File: src/rtl/comparator_iterative.sv
// Multi-cycle magnitude comparator: walks the operands CHUNK bits per cycle from the MSB
// and stops at the first differing chunk. Signed mode uses offset binary on the top chunk.
module comparator_iterative #(
    parameter int WIDTH = 32,
    parameter int CHUNK = 8
) (
    input  logic                                 clk,
    input  logic                                 rst,
    input  logic                                 start_valid,
    output logic                                 start_ready,
    input  logic [WIDTH-1:0]                     A,
    input  logic [WIDTH-1:0]                     B,
    input  logic                                 is_signed,
    output logic                                 busy,
    output logic                                 result_valid,
    output logic                                 AltB,
    output logic                                 AeqB,
    output logic                                 AgtB,
    output logic [$clog2(WIDTH/CHUNK+1)-1:0]     chunks_used
);

    localparam int NCHUNK = WIDTH / CHUNK;
    localparam int CW     = $clog2(NCHUNK + 1);
    localparam int IW     = (NCHUNK > 1) ? $clog2(NCHUNK) : 1;

    localparam logic [IW-1:0] TOP = IW'(NCHUNK - 1);

    localparam logic [1:0] IDLE = 2'd0;
    localparam logic [1:0] CMP  = 2'd1;
    localparam logic [1:0] DONE = 2'd2;

    generate
        if ((CHUNK < 1) || (CHUNK > WIDTH) || ((WIDTH % CHUNK) != 0)) begin : g_bad_cfg
            $fatal(1, "comparator_iterative: WIDTH must be a non-zero multiple of CHUNK");
        end
    endgenerate

    logic [1:0]       state;
    logic [WIDTH-1:0] a_r;
    logic [WIDTH-1:0] b_r;
    logic             sgn_r;
    logic [IW-1:0]    idx;
    logic [CW-1:0]    cnt;
    logic [CHUNK-1:0] ca;
    logic [CHUNK-1:0] cb;

    assign start_ready  = (state == IDLE);
    assign busy         = (state != IDLE);
    assign result_valid = (state == DONE);

    // Flipping the top bit on both sides turns a two's-complement compare into an unsigned one.
    always_comb begin
        ca = a_r[int'(idx) * CHUNK +: CHUNK];
        cb = b_r[int'(idx) * CHUNK +: CHUNK];
        if (sgn_r && (idx == TOP)) begin
            ca[CHUNK-1] = ~ca[CHUNK-1];
            cb[CHUNK-1] = ~cb[CHUNK-1];
        end
    end

    always_ff @(posedge clk) begin
        if (rst) begin
            state       <= IDLE;
            AltB        <= 1'b0;
            AeqB        <= 1'b0;
            AgtB        <= 1'b0;
            chunks_used <= '0;
            a_r         <= '0;
            b_r         <= '0;
            sgn_r       <= 1'b0;
            idx         <= '0;
            cnt         <= '0;
        end else begin
            case (state)
                IDLE: begin
                    if (start_valid) begin
                        a_r   <= A;
                        b_r   <= B;
                        sgn_r <= is_signed;
                        idx   <= TOP;
                        cnt   <= CW'(1);
                        state <= CMP;
                    end
                end
                CMP: begin
                    if ((ca != cb) || (idx == '0)) begin
                        AltB        <= (ca < cb);
                        AeqB        <= (ca == cb);
                        AgtB        <= (ca > cb);
                        chunks_used <= cnt;
                        state       <= DONE;
                    end else begin
                        idx <= idx - 1'b1;
                        cnt <= cnt + 1'b1;
                    end
                end
                DONE:    state <= IDLE;
                default: state <= IDLE;
            endcase
        end
    end

endmodule
File: config.mk
export PLATFORM = sky130hd
export DESIGN_NAME = comparator_iterative
export DESIGN_NICKNAME = d
export VERILOG_FILES = /design/src/rtl/comparator_iterative.sv
export SDC_FILE = /design/constraint.sdc
export NUM_CORES = 1
export LEC_CHECK = 0
export CAP_MARGIN = 10
export CORE_MARGIN = 3
export CORE_UTILIZATION = 55
export DETAILED_ROUTE_END_ITERATION = 6
export DONT_BUFFER_PORTS = 1
export GPL_TIMING_DRIVEN = 0
export PLACE_DENSITY = 0.7
export SYNTH_ARGS = -nofsm -noshare
export SYNTH_HDL_FRONTEND = slang
export SYNTH_SLANG_ARGS = --single-unit
File: constraint.sdc
create_clock -name clk -period 7.46 [get_ports clk]
set_clock_uncertainty 0.1 [all_clocks]
set_input_delay 1.119 -clock clk [delete_from_list [all_inputs] [get_ports clk]]
set_output_delay 1.119 -clock clk [all_outputs]
set_load 0.02 [all_outputs]
# == After elaboration in Yosys (flattened, before gate mapping) ==
# Cells that the tools add are included.
# Widths: inputs -> output; s select.
# classes
add_sub_neg,2
multipliers,0
n_div,0
magnitude_cmp,2
n_eq_ne,8
n_shift,2
mux,11
bitwise,2
reduce_logical,10
# ops
operator,count
$shiftx 32x6->8,2
$eq 8x8->1,1
$gt 8x8->1,1
$lt 8x8->1,1
$mux 2,4
$ne 8x8->1,1
$pmux 2 s2,2
$mux 3,2
$ne 2x2->1 const B,3
$pmux 3 s2,1
$reduce_and 2->1,3
$eq 2x2->1 const B,2
$logic_not 2->1,2
$reduce_bool 2->1,2
$add 3x1->3 const B,1
$reduce_and 3->1,1
$eq 2x1->1 const B,1
$mux 1,2
$not 1->1,2
$sub 2x1->2 const B,1
$logic_and 1x1->1,1
$logic_or 1x1->1,1
# totals
ff_bits,78
latch_bits,0
ram_bits,0
rom_bits,0
wordCells,47
n_memories,0

# == Depth between registers and ports, before layout ==
# depth
word_depth,7
mapped_depth,10
depth_no_buf,9

# == Worst setup path after synthesis ==
# Ideal clock, no wire load.
# synth_timing
path_type,register to register
start,register idx[0]
end,register cnt[2]
arrival_time_ps,2507
path_slack_ps,4721
stages_incl_launch_ff,10
cell_sequence,dfxtp_1 buf_2 buf_4 mux4_2 ha_1 nand4_4 nor4_4 nor2_1 o21ai_1 a21oi_1
# synth_via
elab_chain_len,7
# synth_lines
item,line,rtl
"start, declared",42,logic [IW-1:0] idx;
"start signal, assigned",93,idx <= idx - 1'b1;
"$shiftx 32x6->8, or another cell as far along",53,ca = a_r[int'(idx) * CHUNK +: CHUNK];
"$not 1->1, or another cell as far along",56,ca[CHUNK-1] = ~ca[CHUNK-1];
$mux 1,55,if (sgn_r && (idx == TOP)) begin
$ne 8x8->1,86,if ((ca != cb) || (idx == '0)) begin
$logic_or 1x1->1 *,86,
$ne 2x2->1 (no source line) *,--,
$reduce_and 3->1 (no source line) *,--,
"end signal, assigned",94,cnt <= cnt + 1'b1;
"end, declared",43,logic [CW-1:0] cnt;
# Mark *: on every way between the ends. The rest lies on a longest branch, timed or not.
# A chain may end at the register's enable or synchronous reset.

# == Final worst setup path ==
# layout_timing
start,register idx[0]
end,register idx[1]
# layout_via
elab_chain_len,7
# layout_lines
item,line
"$shiftx 32x6->8, or another cell as far along",53
"$not 1->1, or another cell as far along",56
$mux 1,55
$ne 8x8->1,86
$logic_or 1x1->1,86
$ne 2x2->1 (no source line),--
$reduce_and 3->1 (no source line),--
# Parallel ways exist; a longest one is shown, timed or not. The select of a mux whose other input is x is not followed.

==> impl_metrics.tcl <==
set metrics [dict create \
    synth_warnings 0 \
    routed_via_density 5.66 \
    cap_violations 0 \
    antenna_found_initial 0 \
    synth_edf_count 0 \
    synth_cell_types 34 \
    diodes 0 \
    p_sw_w 0.000270 \
    setup_viol 0 \
    end_kind "flop" \
    switching_share_pct 29.6 \
    dieArea_sq_um 7200 \
    wl_per_cell_um 16.4 \
    cp.arrival_ns 3.25 \
    fin_crit_ns 3.13 \
    clock-root-buffer "clkbuf_8" \
    rows 28 \
    yosysSeqAreaShare_pct 45.7 \
    crit_path_start_kind "flop" \
    drtPass1Iterations 4 \
    ys.flop_type "dfxtp_1" \
    fin_cells 481 \
    clk_pin_slew_ns 0.08 \
    htree_levels 3 \
    power_frac_comb_pct 18.8 \
    final_common_cell "nand2_1" \
    ys_seq_elements 78 \
    dp_cells 465 \
    drc 0 \
    irDropWorstVdd_v 0.000123 \
    leakage_nw 1.40 \
    cp_top_family "simple AND/OR/NAND/NOR gates" \
    gp_congestion 0.805 \
    numCtsBuffers 9 \
    pre_cts_slack_ns 4.35 \
    drive_gt1_share_pct 13.1 \
    tritoncts "done" \
    dp_hpwl_mm 5.82 \
    postCtsSetupBuffers 0 \
    powerDensity_nw_per_um2 248 \
    grt_pass1_vias 2608 \
    area_delta_synth_final_pct 7.61 \
    clock_sinks 78 \
    cpMaxStageDelayCell "mux4_2" \
    hold_viol 0 \
    fin_crit_sh_pct 42.0 \
    slew_viol_final 0 \
    core_sq_um 5960 \
    synth_fp_nets 469 \
    clk_path_buf_depth 2 \
    first_iter_violations 116 \
    wirelength_mm 7.88 \
    min-delay-path-class "reg2reg" \
    holdBufCountCts 0 \
    nets 480 \
    p_clk_share_pct 30.1 \
    outcome "complete, no violations" \
    pin_count 77 \
    cts_resized 0 \
    max_stage_delay_ns 0.54 \
    fin_ws_ns 4.33 \
    vias 2722 \
    slew_headroom_pct 57.6 \
    worstPathBufferInverterCount 2 \
    fmax_mhz 319 \
    synth_area_per_cell_sq_um 8.76 \
    final_cell_mix "134 x nand2_1, 78 x dfxtp_1, 73 x a21oi_1" \
    hold_ws_ns 0.356 \
    pwr-share-seq_pct 51.1 \
    grt_max_degree 13 \
    cp_max_fo 10 \
    portBuffers 0 \
    grt_overflow 0 \
    syn_area_sq_um 3420 \
    grt_pass1_wl_mm 12.8 \
    fin_tns_setup_ns 0 \
    path_class "reg2reg" \
    crit_required_ns 7.58 \
    crit_path_cell_trace "buf_2 -> buf_4 -> mux4_2 -> ha_1 -> nand4_2 -> nor4_4 -> nor3_2 -> a311oi_1" \
    rsz0062_at_grt "false" \
    syn_inst 390 \
    die_w_um 84.8 \
    grt_usage_pct 23.2 \
    start_util_pct 57.4 \
    async_flop_share_pct 0 \
    power.total_w 0.000911 \
    ant_nets 0 \
    p_int_w 0.000641 \
    die_h_um 84.8 \
    rrSetupSlack_ns 4.33 \
    worst_pin_slew_ns 0.636 \
    insertion_delay_ns 0.34 \
]
per-stage QoR:
step | util (%) | area (sq um)
2_1_floorplan | - | 3420
3_3_place_gp | 59.0 | 3510
3_5_place_dp | 59.0 | 3510
4_1_cts | 61.8 | 3680
5_1_grt | 61.8 | 3680
6_report | 61.8 | 3680
per-layer routing:
metal	track usage, %	routed length, um
met1	31.0	3250
met2	37.4	3840
met3	4.47	671
met4	8.92	111
met5	0	0
power by group through the flow:
stage                     clock network (W)  logic, W  registers, W
after detailed placement                  0  0.000171      0.000475
after global routing               0.000297  0.000191      0.000468
final                              0.000274  0.000171      0.000465
after floorplan                           0  0.000138      0.000469
after CTS                          0.000277  0.000172      0.000465
after global placement                    0  0.000167      0.000474
synth_stat cells (2+ instances only):
library cell	n	share of area [%]
nor2_1	9	0.99
buf_2	8	1.2
mux4_2	16	11
buf_4	6	1.3
clkbuf_1	14	1.5
a21oi_1	73	11
nor2b_1	2	0.37
dfxtp_1	78	46
o21ai_0	2	0.29
ha_1	11	4.0
a211oi_1	2	0.44
mux2i_1	3	0.88
nand3b_1	2	0.44
nand2_1	134	15
inv_1	11	1.2
worst register-to-register path: cells and delay by family, from the launching register on:
| kind | cells | cell delay [ns] |
|---|---|---|
| AND/OR/NAND/NOR | 3 | 0.72 |
| AO/OA/AOI/OAI | 1 | 0.36 |
| flip-flops | 1 | 0.35 |
| buffers and inverters | 2 | 0.59 |
| multiplexers | 1 | 0.55 |
| adder cells (fa/ha/maj) | 1 | 0.35 |
worst paths after layout:
check / from / to / cells after the start
worst min-delay path: a_r[20] / a_r[20] / 2
worst max register to register: idx[0] / idx[1] / 8
worst max-delay path: idx[0] / idx[1] / 8
worst min register to register: a_r[20] / a_r[20] / 2
registers in the layout (all words and copies together) (netlist names):
name         count
chunks_used      3
state            2
b_r             32
AgtB             1
sgn_r            1
a_r             32
AltB             1
cnt              3
AeqB             1
idx              2
final cells by class:
class / count / area (sq um)
clock inverter: 5 / 25.0
tap: 75 / 93.8
clock buffer: 11 / 141
inverter: 11 / 41.3
fill: 548 / 2280
sequential: 78 / 1560
multi-input combinational: 273 / 1680
buffer: 28 / 138
kinds of logic after synthesis:
family	share of synthesized area (%)
simple gates	19.9
compound gates	13.2
flops	45.7
buf+inv	5.23
mux	11.4
fa+ha+maj	4.03
xor+xnor	0.513
(Power assumes the default switching activity.)
